$ cat src/rtl/md_pkg.sv
// -----------------------------------------------------------------------------
// md_pkg
// Shared definitions for the multiply/divide issue controller:
//   - md_op_t      : decoded HI/LO-class operation carried down the pipe
//   - MD_CTR_*     : op codes understood by the multiply/divide unit
//   - *_BUSY_DEF   : default Busy lengths of the unit after a Start
//   - helpers      : op classification and op -> MD_ctr translation
// -----------------------------------------------------------------------------
package md_pkg;

    typedef enum logic [3:0] {
        MD_NONE  = 4'd0,
        MD_MULT  = 4'd1,
        MD_MULTU = 4'd2,
        MD_DIV   = 4'd3,
        MD_DIVU  = 4'd4,
        MD_MTHI  = 4'd5,
        MD_MTLO  = 4'd6,
        MD_MFHI  = 4'd7,
        MD_MFLO  = 4'd8
    } md_op_t;

    localparam logic [2:0] MD_CTR_MULT  = 3'b000;
    localparam logic [2:0] MD_CTR_MULTU = 3'b001;
    localparam logic [2:0] MD_CTR_DIV   = 3'b010;
    localparam logic [2:0] MD_CTR_DIVU  = 3'b011;
    localparam logic [2:0] MD_CTR_MTHI  = 3'b100;
    localparam logic [2:0] MD_CTR_MTLO  = 3'b101;
    localparam logic [2:0] MD_CTR_NOP   = 3'b111;

    // Busy lengths must fit the 4-bit shadow counter.
    localparam logic [3:0] MULT_BUSY_DEF = 4'd4;
    localparam logic [3:0] DIV_BUSY_DEF  = 4'd9;

    // Ops that occupy the unit for several cycles and therefore need Start.
    function automatic logic is_muldiv(input logic [3:0] op);
        return (op == MD_MULT) || (op == MD_MULTU) ||
               (op == MD_DIV)  || (op == MD_DIVU);
    endfunction

    function automatic logic is_div(input logic [3:0] op);
        return (op == MD_DIV) || (op == MD_DIVU);
    endfunction

    // Reads (mfhi/mflo) and bubbles have no unit op: they map to NOP so the
    // unit never writes HI/LO on their behalf.
    function automatic logic [2:0] md_ctr_of(input logic [3:0] op);
        logic [2:0] ctr;
        case (op)
            MD_MULT:  ctr = MD_CTR_MULT;
            MD_MULTU: ctr = MD_CTR_MULTU;
            MD_DIV:   ctr = MD_CTR_DIV;
            MD_DIVU:  ctr = MD_CTR_DIVU;
            MD_MTHI:  ctr = MD_CTR_MTHI;
            MD_MTLO:  ctr = MD_CTR_MTLO;
            default:  ctr = MD_CTR_NOP;
        endcase
        return ctr;
    endfunction

endpackage

$ cat src/rtl/md_shadow_cnt.sv
// -----------------------------------------------------------------------------
// md_shadow_cnt
// Shadow copy of the multiply/divide unit's busy timer plus a sticky check
// that the unit's Busy agrees with it.
//
// Ports:
//   clk, reset  : clock, synchronous active-high reset
//   start       : Start pulse as presented to the unit
//   is_div      : the started op is div/divu (selects the longer load)
//   lock        : unit frozen this cycle (interrupt/exception)
//   busy        : Busy output of the unit
//   cnt         : remaining busy cycles (0 = idle)
//   sync_err    : sticky, set when busy != (cnt != 0)
// -----------------------------------------------------------------------------
module md_shadow_cnt
    import md_pkg::*;
#(
    parameter logic [3:0] MULT_BUSY = MULT_BUSY_DEF,
    parameter logic [3:0] DIV_BUSY  = DIV_BUSY_DEF
) (
    input  logic       clk,
    input  logic       reset,
    input  logic       start,
    input  logic       is_div,
    input  logic       lock,
    input  logic       busy,
    output logic [3:0] cnt,
    output logic       sync_err
);

    // The first cycle after reset is not checked: the unit and this counter
    // leave reset on the same edge but the unit may take that cycle to settle.
    logic armed;

    always_ff @(posedge clk) begin
        if (reset) begin
            cnt      <= 4'd0;
            armed    <= 1'b0;
            sync_err <= 1'b0;
        end else begin
            armed <= 1'b1;

            // Busy rises the cycle after Start, so loading at the Start edge
            // makes cnt track Busy cycle for cycle. Lock freezes both.
            if (start && !lock) begin
                cnt <= is_div ? DIV_BUSY : MULT_BUSY;
            end else if ((cnt != 4'd0) && !lock) begin
                cnt <= cnt - 4'd1;
            end

            if (armed && (busy != (cnt != 4'd0))) begin
                sync_err <= 1'b1;
            end
        end
    end

endmodule

$ cat src/rtl/md_issue_ctrl.sv
// -----------------------------------------------------------------------------
// md_issue_ctrl
// E-stage issue and hazard controller in front of the multiply/divide unit.
// Holds the E-stage HI/LO-class op, drives Start/MD_ctr/lock_muldiv, stalls
// D while the unit is (or is about to be) busy, and cross-checks Busy against
// a shadow counter.
//
// Ports:
//   clk, reset   : clock, synchronous active-high reset
//   D_md_op      : decoded md op of the D-stage instruction (md_op_t)
//   D_stall_ext  : D stall from other hazard sources
//   E_flush      : insert a bubble into E
//   IntReq       : interrupt taken this cycle
//   ExcReq       : exception taken this cycle
//   Busy         : Busy from the multiply/divide unit
//   Start        : start pulse to the unit
//   MD_ctr       : unit op code (111 = no operation)
//   lock_muldiv  : freeze/kill to the unit
//   Stall_D      : total D-stage stall
//   E_md_op      : current E-stage op (HI/LO read mux select)
//   md_sync_err  : sticky Busy/shadow-counter disagreement
// -----------------------------------------------------------------------------
module md_issue_ctrl
    import md_pkg::*;
#(
    parameter logic [3:0] MULT_BUSY = MULT_BUSY_DEF,
    parameter logic [3:0] DIV_BUSY  = DIV_BUSY_DEF
) (
    input  logic       clk,
    input  logic       reset,
    input  logic [3:0] D_md_op,
    input  logic       D_stall_ext,
    input  logic       E_flush,
    input  logic       IntReq,
    input  logic       ExcReq,
    input  logic       Busy,
    output logic       Start,
    output logic [2:0] MD_ctr,
    output logic       lock_muldiv,
    output logic       Stall_D,
    output logic [3:0] E_md_op,
    output logic       md_sync_err
);

    logic [3:0] e_op;
    logic       lock;
    logic       start_int;
    logic       md_hazard;
    logic       stall_int;
    logic [3:0] shadow_cnt;
    logic       sync_err_q;

    // The E register is only cleared at the reset edge, so during the reset
    // cycle it may still hold an in-flight op; every output is masked with
    // reset so nothing (in particular no Start) leaks out of that cycle.
    assign lock      = !reset && (IntReq || ExcReq);
    assign start_int = !reset && is_muldiv(e_op) && !lock;

    // Start is part of the hazard because Busy only rises the cycle after it.
    assign md_hazard = (D_md_op != MD_NONE) && (Busy || start_int);
    assign stall_int = !reset && (md_hazard || D_stall_ext);

    always_ff @(posedge clk) begin
        if (reset) begin
            e_op <= MD_NONE;
        end else if (IntReq || ExcReq || E_flush || stall_int) begin
            e_op <= MD_NONE;
        end else begin
            e_op <= D_md_op;
        end
    end

    // A squashed mthi/mtlo must not present 100/101: the unit writes HI/LO
    // for those codes without looking at Start.
    always_comb begin
        MD_ctr = MD_CTR_NOP;
        if (!reset && !lock) begin
            MD_ctr = md_ctr_of(e_op);
        end
    end

    md_shadow_cnt #(
        .MULT_BUSY (MULT_BUSY),
        .DIV_BUSY  (DIV_BUSY)
    ) u_cnt (
        .clk      (clk),
        .reset    (reset),
        .start    (start_int),
        .is_div   (is_div(e_op)),
        .lock     (lock),
        .busy     (Busy),
        .cnt      (shadow_cnt),
        .sync_err (sync_err_q)
    );

    assign Start       = start_int;
    assign lock_muldiv = lock;
    assign Stall_D     = stall_int;
    assign E_md_op     = reset ? MD_NONE : e_op;
    assign md_sync_err = !reset && sync_err_q;

endmodule

$ cat config.mk
export PLATFORM = sky130hd
export DESIGN_NAME = md_issue_ctrl
export DESIGN_NICKNAME = d
export VERILOG_FILES = /design/src/rtl/md_pkg.sv /design/src/rtl/md_shadow_cnt.sv /design/src/rtl/md_issue_ctrl.sv
export SDC_FILE = /design/constraint.sdc
export NUM_CORES = 1
export LEC_CHECK = 0
export CORE_UTILIZATION = 35
export DETAILED_ROUTE_END_ITERATION = 10
export PLACE_DENSITY = 0.66
export SLEW_MARGIN = 20
export SYNTH_ARGS = -nofsm -noshare
export SYNTH_HDL_FRONTEND = slang
export SYNTH_SLANG_ARGS = --single-unit
$ cat constraint.sdc
create_clock -name clk -period 2.88 [get_ports clk]
set_input_delay 0.432 -clock clk [delete_from_list [all_inputs] [get_ports clk]]
set_output_delay 0.432 -clock clk [all_outputs]
set_load 0.01 [all_outputs]
==> implementation parameters <==
Parameter                              Value

Logic synthesis
  Post-synthesis register bit count    10
  Average cell area after synthesis    7.91 µm²
  Library cell with the largest summed area after synthesis    sky130_fd_sc_hd__dfxtp_1
  Gate Count Post-Synth    72
  Synthesized Nets    84
  Number of distinct standard cells referenced by the synthesized netlist    30
  Sequential fraction of the synthesis area    0.352
  Syn Std Cell Area    569 µm²
  Area contributors post-synth    sky130_fd_sc_hd__dfxtp_1, sky130_fd_sc_hd__nor2_1, sky130_fd_sc_hd__inv_1
  Number of warnings reported in the yosys synthesis log    0
  Post-synth top area share    0.352

Critical path
  Maximum cell stage delay along the critical path    540 ps
  R2r setup slk    1280 ps
  Cell chain of the critical path    clkdlybuf4s50_1, or3_4, or4_4, a21oi_1, dlygate4sd2_1
  CP Class    in -> out
  Delay-heaviest family, CP    simple AND/OR/NAND/NOR gates
  Source of the worst register-to-register timing path    u_cnt.cnt[0]
  Peak fanout along the critical path    4
  Data arrival time of the critical path    2210 ps
  Worst setup path startpoint    reset
  Endpoint of the worst register-to-register path    u_cnt.cnt[1]
  Worst setup EP type    output pin
  Depth of the worst register-to-register path    5
  WP buf/inv    2
  Number of cells on the critical path    5
  Required arrival time at the worst endpoint    2450 ps
  Critical path's slowest cell    sky130_fd_sc_hd__or4_4
  Worst Setup Start Kind    input pin
  Critical path capture point    Stall_D

GRT
  Overall fraction of global-route tracks in use    0.151
  Aggregate global routing overflow    0
  Number of antenna violations at the first check in global routing    0
  Pin count of the biggest net entering global routing    12
  Wire length of the first global-routing pass    2.04 mm
  Via count of the first global-routing pass    545

Layout
  Layout overhead on the synthesized area    50.3%
  Fillers    158
  Nets    112
  Antenna Diode Count    0
  Non-filler instance count after layout    114
  Share of final-layout standard cells stronger than drive strength 1    0.122

Detailed routing
  Via count of the routed design    579
  Iteration-0 DRC Markers    2
  Number of vias per cell    5.08
  Post-route ant nets    0
  Final wirelength    1.27 mm
  Iteration count of the initial detailed-routing pass    2
  DRC viols    0
  Wire length per cell    11.1 µm

STA
  RSZ-0062 raised after global routing    no
  Hold Violations, Final    0
  Worst hold slack    465 ps
  Clock skew    0.484 ps
  Setup violators final    0
  Actual transition at the worst max-transition pin    390 ps
  Crit share post-route    0.916
  Final max-slew violation count    0
  Headroom to the max-slew limit    0.740
  Peak clock frequency supported by timing    379 MHz
  Min Tclk post-route    2640 ps

Hold path
  Worst Hold Class    reg -> reg
  Launch point of the worst hold path    u_cnt.armed

CTS
  Number of buffers inserted during clock tree synthesis    3
  Clock insertion delay at the later pin of the skew report    260 ps
  Max clock buf depth    2
  Total clock sinks    10
  Number of H-tree branching levels    1
  Hold-fix buffers, CTS    0
  CTS tree    built
  Library cell used as clock root buffer    sky130_fd_sc_hd__clkbuf_4
  Clock-pin slew on the worst setup and hold paths    60 ps

Place
  Port bufs    21
  Final weighted congestion in routability-driven placement    0.708
  Placed wire-length estimate    1.02 mm
  Cell Count Post-Placement    111

Floorplanning
  Ports    22
  Vertical die dimension    42.3 µm
  Standard-cell row count    14
  Total core area    0.00151 mm²
  Starting density of the core    0.378
  Full die area    0.00179 mm²
  Overall die width    42.3 µm

Pwr
  Pwr per Cell Area    491 mW/mm²
  Leakage power    0.352 nW
  Maximum VDD drop    0.000292 V

Run status
  Status    finished, final reports clean

Job
  Count of maximum capacitance violations    0
where the power goes:
part | internal [mW] | switching, mW
clock network | 0.0481 | 0.0443
registers | 0.162 | 0.0177
logic | 0.0813 | 0.0674
cells by family after synthesis:
| group | synth area share |
|---|---|
| compound gates | 0.189 |
| flops | 0.352 |
| mux | 0.0176 |
| fa+ha+maj | 0.0220 |
| xor+xnor | 0.0462 |
| simple gates | 0.292 |
| buf+inv | 0.0813 |
cell usage in the layout, fill, tap and decap left out, types with 4 or more instances in the layout:
| master | netlist | layout |
|---|---|---|
| sky130_fd_sc_hd__a21oi_1 | 4 | 4 |
| sky130_fd_sc_hd__nand2_1 | 5 | 5 |
| sky130_fd_sc_hd__nor2b_1 | 4 | 4 |
| sky130_fd_sc_hd__nor2_1 | 8 | 8 |
| sky130_fd_sc_hd__clkdlybuf4s50_1 | 0 | 18 |
| sky130_fd_sc_hd__buf_4 | 1 | 6 |
| sky130_fd_sc_hd__inv_1 | 7 | 7 |
| sky130_fd_sc_hd__dfxtp_1 | 10 | 10 |
| sky130_fd_sc_hd__and2_1 | 4 | 4 |
per-stage QoR:
stage	utilization	cell area, µm²	setup WS [ps]	setup TNS (ps)	power (mW)
after floorplan	-	569	750	0	0.280
after global placement	0.547	825	-89.7	-144	0.327
after detailed placement	0.547	825	-89.7	-168	0.332
after CTS	0.566	853	20.9	0	0.425
after global routing	0.568	856	156	0	0.450
final	0.568	856	241	0	0.420
worst min-delay path: stages, from the launching register on:
cell,delay (ps)
sky130_fd_sc_hd__dfxtp_1,310
sky130_fd_sc_hd__a21oi_1,50
sky130_fd_sc_hd__nor2_1,70
cells in the mapped netlist, drive strengths merged:
master   count
o21a         1
nor3         1
clkbuf       3
inv          7
nor3b        1
xor2         1
o31ai        1
dfxtp       10
nor4         3
a21oi        4
a2111oi      2
and4b        1
a41o         1
nand2        5
or3          1
a21boi       1
and2         4
or4          2
xnor2        2
nor2         8
o21bai       1
nor2b        4
nand3        1
mux2i        1
buf          1
a221oi       1
ha           1
o21ai        3
state kept, by name (all words and copies together), names as in the netlist:
signal,cells
u_cnt.cnt,4
u_cnt.armed,1
e_op,4
u_cnt.sync_err,1
per-layer routing:
layer  track usage  vias to the layer above  share of wire
met3        0.0560                        4          0.065
met2         0.243                       20           0.48
met4        0.0938                        0          0.024
met5             0                        -              0
met1         0.165                      252           0.43
li1              -                      303              -
cell type report:
type	count	area, µm²	area share
Multi-Input combinational cell	51	332	0.387
Inverter	7	26.3	0.0307
Tap cell	16	20.0	0.0234
Sequential cell	10	200	0.234
Clock buffer	3	22.5	0.0263
Timing Repair Buffer	27	255	0.298
what timing repair did:
action / 4_1_cts / 5_1_grt
resized for setup: 4 / 1
setup buffers: 0 / 0
pin swaps: 0 / 0
endpoints found under the setup margin: 3 / 1
how the worst min path moves through the flow:
stage | depth (start not counted) | end | slack (ps)
after detailed placement | 2 | u_cnt.sync_err | 450
after CTS | 2 | u_cnt.sync_err | 470
after global placement | 2 | u_cnt.sync_err | 450
after floorplan | 2 | u_cnt.sync_err | 430
after global routing | 2 | u_cnt.sync_err | 510
final | 2 | u_cnt.sync_err | 460
Power figures use the tool's default switching activity.
==> edit 1: new RTL, same settings <==
Set the package constant `DIV_BUSY_DEF` to 4'd4 (it was 4'd9).
--- a/src/rtl/md_pkg.sv
+++ b/src/rtl/md_pkg.sv
@@ -30,7 +30,7 @@
 
     // Busy lengths must fit the 4-bit shadow counter.
     localparam logic [3:0] MULT_BUSY_DEF = 4'd4;
-    localparam logic [3:0] DIV_BUSY_DEF  = 4'd9;
+    localparam logic [3:0] DIV_BUSY_DEF  = 4'd4;
 
     // Ops that occupy the unit for several cycles and therefore need Start.
     function automatic logic is_muldiv(input logic [3:0] op);
Function: changed (Yosys sat finds a counterexample within 10 cycles, from zero or initial values and one cycle with reset high).
==> edit 1 against the original RTL <==
- sequential share of layout area decreased by 0.068 points
- total power is 23% higher
- design area grew 0.29%
- die area is 2.9% higher
- register-to-register slack improved by 0.12 ns
- sequential cell count stayed put
- via count rose by 2.1%
- synthesized area rose by 3.1%
- worst hold slack improved by 0.0024 ns
- critical path depth down 1
- setup slack got worse by 0.11 ns
- global-route usage grew 0.89 points
- synthesized cell count is 6.9% lower
- routed wire length down 0.55%
==> edit 1: results (changes against the original RTL) <==
[place]
hpwlAfterDp_microns = 1030  ; +0.85%
post_dp_cell_area_sq_um = 836  ; +1.4%
number_of_buffer_cells_added_on_primary_ports = 21  ; unchanged
finalWeightedCongestion = 0.836  ; +18%

[clock_tree]
postCtsSetupBuffers = 0  ; unchanged
clk_transition_reported_paths_ns = 0.06  ; about the same
clock_tree.htree_level_count = 1  ; unchanged
clockBufferDepth = 2  ; unchanged
tritoncts_buffer_count = 3  ; unchanged
cts_resized = 0  ; -4
clk_root_buffer_cell = sky130_fd_sc_hd__clkbuf_4
insertion_delay_ns = 0.25

[worst_setup_path]
crit_path_top_delay_cell = sky130_fd_sc_hd__clkdlybuf4s50_1
maximum_single_stage_delay_on_the_critical_path_ns = 0.59  ; +0.05 ns
cp_max_fo = 4  ; unchanged
worstPathArrival_ns = 2.31  ; +0.10 ns
crit_start = reset
critical_path.reg2reg.startpoint = u_cnt.cnt[0]
cp_top_family = buffers and inverters

[drt]
routed_wire_length_per_instance_microns = 11.5  ; +4.0%
dr_total_vias = 591  ; +2.1%
drt_first_pass_iters = 4  ; +2
dr.first_iter.drc_count = 4  ; +2
highest-signal-layer = met3
drt_wl_total_microns = 1260  ; -0.55%
routed-wl-met3_microns = 50  ; -39%
met2_length_microns = 656  ; +7.5%
route.layer.met1.wl_microns = 551  ; +1.7%

[synthesis]
synthMuxAreaShare = 0  ; -0.0176
number_of_nets_produced_by_synthesis = 80  ; -4.8%
post_synth_most_frequent_cells = sky130_fd_sc_hd__dfxtp_1, sky130_fd_sc_hd__nor3b_1, sky130_fd_sc_hd__nor2b_1, sky130_fd_sc_hd__nor3_1
synth.yosys.warnings = 0  ; unchanged
synth-xor-area-share = 0.0299  ; -0.0163
synthCells = 67  ; -6.9%
asyncSetResetFlopFracSynth = 0  ; unchanged
synth_compound_gate_area_share = 0.196  ; +0.00715
cell_types_with_the_largest_area_share_after_synthesis = sky130_fd_sc_hd__dfxtp_1, sky130_fd_sc_hd__nor3b_1, sky130_fd_sc_hd__nor2b_1
yosys.area_share.adder = 0.0426  ; +0.0207
synth_sequential_area_ratio = 0.341  ; -0.0105
synth.distinct_cells = 28  ; -6.7%

[global_route]
grt_pass1_vias = 573  ; +5.1%
grt_first_pass_wirelength_microns = 2240  ; +10%
grt_start_max_net_pins = 11  ; -1
grt_antenna_before_repair = 0  ; unchanged
grt_util_all_layers = 0.160  ; +0.00892

[power_and_ir_drop]
power_leakage_nw = 0.314  ; -11%
ir_worst_vdd_uv = 248  ; -15%

[min_path]
min_path_type = reg -> reg
hold_path_startpoint = u_cnt.armed

[timing]
clock_skew_ns = 0.00323  ; +0.00275 ns
worst_relative_slew_slack = 0.667  ; -0.0728

[finish]
fillCellCount = 138  ; -13%
final_net_count = 108  ; -3.6%
drive_gt1_frac = 0.151  ; +0.0281
reg.largest.list = e_op: 4 flops, u_cnt.cnt: 4 flops
insertedDiodeCount = 0  ; unchanged

[status]
result_of_the_run = complete, no violations

## edit 1: cell types whose count changed in the layout (fill, tap and decap cells not counted), sizes merged, moves of 3 or more
cell	change
and2	-4
buf	-3
clkdlybuf4s50	+3
nand3	+3
nor2	-7
nor3	+4
nor3b	+5
## edit 1: cell type report
class	count	area (sq um)	share of cell area
inverters	5	18.8	0.0219
well taps	16	20.0	0.0233
flip-flops and latches	10	200	0.233
multi-input cells	51	364	0.424
repair buffers	24	233	0.271
clock buffers	3	22.5	0.0262
## edit 1: worst paths after layout
kind | slack, ns | cells after the start | end
setup / recovery | 0.14 | 4 | Start
hold / removal | 0.47 | 1 | u_cnt.sync_err
setup reg to reg | 1.40 | 5 | u_cnt.cnt[3]
hold reg to reg | 0.47 | 1 | u_cnt.sync_err
## edit 1: metal layers
| metal | track usage | vias up |
|---|---|---|
| li1 | - | 306 |
| met3 | 0.0383 | 0 |
| met5 | 0 | - |
| met4 | 0.0727 | 0 |
| met1 | 0.171 | 273 |
| met2 | 0.291 | 12 |
## edit 1: kinds of logic after synthesis
family / count (synthesis)
adder cells (fa/ha/maj): 2
AO/OA/AOI/OAI: 14
flip-flops: 10
XOR/XNOR: 2
buffers and inverters: 6
AND/OR/NAND/NOR: 33
## edit 1: stage by stage
stage | total power (W) | utilization | worst slack (ns)
3_3_place_gp | 0.000422 | 0.542 | 0.157
5_1_grt | 0.000564 | 0.557 | 0.0799
4_1_cts | 0.000522 | 0.557 | 0.139
6_report | 0.000515 | 0.557 | 0.135
3_5_place_dp | 0.000428 | 0.542 | 0.141
2_1_floorplan | 0.000363 | - | 0.973
## edit 1: where the power goes
group | internal (W) | switching (W) | leakage, nW
Combinational | 0.000123 | 0.000104 | 0.218
Clock | 0.0000481 | 0.0000434 | 0.0138
Sequential | 0.000173 | 0.0000234 | 0.0820
==> edit 2: new RTL, config.mk and constraints unchanged <==
Without the edit above. Reset style: asynchronous (`reset`), changed in 2 clocked blocks. Comments in the files are not updated.
--- a/src/rtl/md_shadow_cnt.sv
+++ b/src/rtl/md_shadow_cnt.sv
@@ -32,7 +32,7 @@
     // leave reset on the same edge but the unit may take that cycle to settle.
     logic armed;
 
-    always_ff @(posedge clk) begin
+    always_ff @(posedge clk or posedge reset) begin
         if (reset) begin
             cnt      <= 4'd0;
             armed    <= 1'b0;
--- a/src/rtl/md_issue_ctrl.sv
+++ b/src/rtl/md_issue_ctrl.sv
@@ -60,7 +60,7 @@
     assign md_hazard = (D_md_op != MD_NONE) && (Busy || start_int);
     assign stall_int = !reset && (md_hazard || D_stall_ext);
 
-    always_ff @(posedge clk) begin
+    always_ff @(posedge clk or posedge reset) begin
         if (reset) begin
             e_op <= MD_NONE;
         end else if (IntReq || ExcReq || E_flush || stall_int) begin
Check against the original RTL: same outputs for any inputs over 10 cycles, from zero or initial values and one cycle with reset high; that may be too few to reach the edited logic, so the function may still have changed.
==> edit 2 against the original RTL <==
- worst hold slack got worse by 0.0051 ns
- first-iteration DRC count rose to 3.0 times the old value
- total power rose by 9.0%
- cell count rose by 3.5%
- synthesized cell count fell by 5.6%
- setup slack got worse by 0.024 ns
- synthesized area rose by 11%
- combinational power fell by 5%
- routed wire length fell by 1.2%
- design area rose by 6.7%
- die area rose by 10%
- sequential cell count did not move
- global-route usage rose by 0.53 points
- clock power rose by 32%
- critical path type unchanged
- highest routed layer unchanged
==> edit 2: results (changes against the original RTL) <==
[finish]
drive_gt1_frac = 0.106  ; -0.0161
fillCellCount = 160  ; +1.3%

[timing]
clock_skew_ns = 0.00379  ; +0.00331 ns

[power_and_ir_drop]
clock_power_share = 0.265  ; +0.045
ir_worst_vdd_uv = 452  ; +55%

[place]
preCtsSetupSlack_ns = 0.235  ; +0.325 ns
finalWeightedCongestion = 0.778  ; +9.8%

[worst_setup_path]
crit_path_top_delay_cell = sky130_fd_sc_hd__clkdlybuf4s50_1

[drt]
met2_length_microns = 564  ; -7.5%
drt_wl_total_microns = 1250  ; -1.2%
dr_total_vias = 555  ; -4.1%
dr.first_iter.drc_count = 6  ; +4
routed-wl-met3_microns = 51  ; -38%
vias_per_cell = 4.70  ; -7.4%

[global_route]
grt_start_max_net_pins = 15  ; +3
grt_util_all_layers = 0.156  ; +0.00525
grt_first_pass_wirelength_microns = 2220  ; +9.1%
grt_pass1_vias = 522  ; -4.2%

[status]
result_of_the_run = complete, no violations

[synthesis]
synth_sequential_area_ratio = 0.397  ; +0.0452
syn_area_per_cell_sq_um = 9.27  ; +17%
asyncSetResetFlopFracSynth = 1.00  ; +1.00
number_of_nets_produced_by_synthesis = 80  ; -4.8%
post_synth_most_frequent_cells = sky130_fd_sc_hd__dfrtp_1, sky130_fd_sc_hd__inv_1, sky130_fd_sc_hd__a211oi_1, sky130_fd_sc_hd__nor2b_1, sky130_fd_sc_hd__o21ai_0
cell_types_with_the_largest_area_share_after_synthesis = sky130_fd_sc_hd__dfrtp_1, sky130_fd_sc_hd__a211oi_1, sky130_fd_sc_hd__inv_1

[clock_tree]
cts_resized = 0  ; -4

## edit 2: cell count changes in the layout (fill, tap and decap cells not counted), moves of 3 or more
cell / change
sky130_fd_sc_hd__and2_1: -3
sky130_fd_sc_hd__clkdlybuf4s50_1: +3
sky130_fd_sc_hd__nor2_1: -6
sky130_fd_sc_hd__a21oi_1: -4
sky130_fd_sc_hd__dfxtp_1: -10
sky130_fd_sc_hd__inv_1: +3
sky130_fd_sc_hd__dfrtp_1: +10
sky130_fd_sc_hd__a211oi_1: +5
sky130_fd_sc_hd__buf_4: -3
## edit 2: per-stage QoR
step	cell area (sq um)	utilization
4_1_cts	913	0.573
6_report	913	0.573
3_3_place_gp	877	0.550
5_1_grt	913	0.573
3_5_place_dp	877	0.550
2_1_floorplan	631	-
## edit 2: path summary, 6_finish.rpt
kind | from | end | slack (ns) | cells past startpoint
worst max-delay path | reset | Stall_D | 0.22 | 6
worst min-delay path | u_cnt.sync_err | u_cnt.sync_err | 0.46 | 1
worst max register to register | u_cnt.cnt[0] | u_cnt.cnt[3] | 1.17 | 5
worst min register to register | u_cnt.sync_err | u_cnt.sync_err | 0.46 | 1
max in group asynchronous | reset | u_cnt.armed | 2.00 | 4
min in group asynchronous | reset | e_op[2] | 0.73 | 4
## edit 2: metal layers
metal | vias to the layer above | GRT usage
met2 | 16 | 0.218
met3 | 4 | 0.0367
met4 | 0 | 0.0909
met5 | - | 0
li1 | 287 | -
met1 | 248 | 0.219
## edit 2: power groups by stage
stage / Clock (W) / Sequential (W) / Combinational, W
2_1_floorplan: 0 / 0.000193 / 0.0000983
3_3_place_gp: 0 / 0.000198 / 0.000139
3_5_place_dp: 0 / 0.000198 / 0.000142
4_1_cts: 0.000125 / 0.000196 / 0.000143
5_1_grt: 0.000134 / 0.000203 / 0.000163
6_report: 0.000122 / 0.000196 / 0.000141
## edit 2: kinds of logic (layout without fill, tap and decap cells)
logic type	after synthesis	after routing	share of synthesized area
simple gates	25	25	0.272
flops	10	10	0.397
other cells	1	1	0.00595
buf+inv	12	38	0.0853
fa+ha+maj	1	1	0.0198
compound gates	16	16	0.179
xor+xnor	3	3	0.0417
## edit 2: layout make-up
cell class / count / area (sq um) / share of cell area
clock buffers: 4 / 36.3 / 0.0397
multi-input cells: 46 / 327 / 0.358
flip-flops and latches: 10 / 250 / 0.274
inverters: 10 / 37.5 / 0.0411
well taps: 24 / 30.0 / 0.0329
repair buffers: 24 / 233 / 0.255
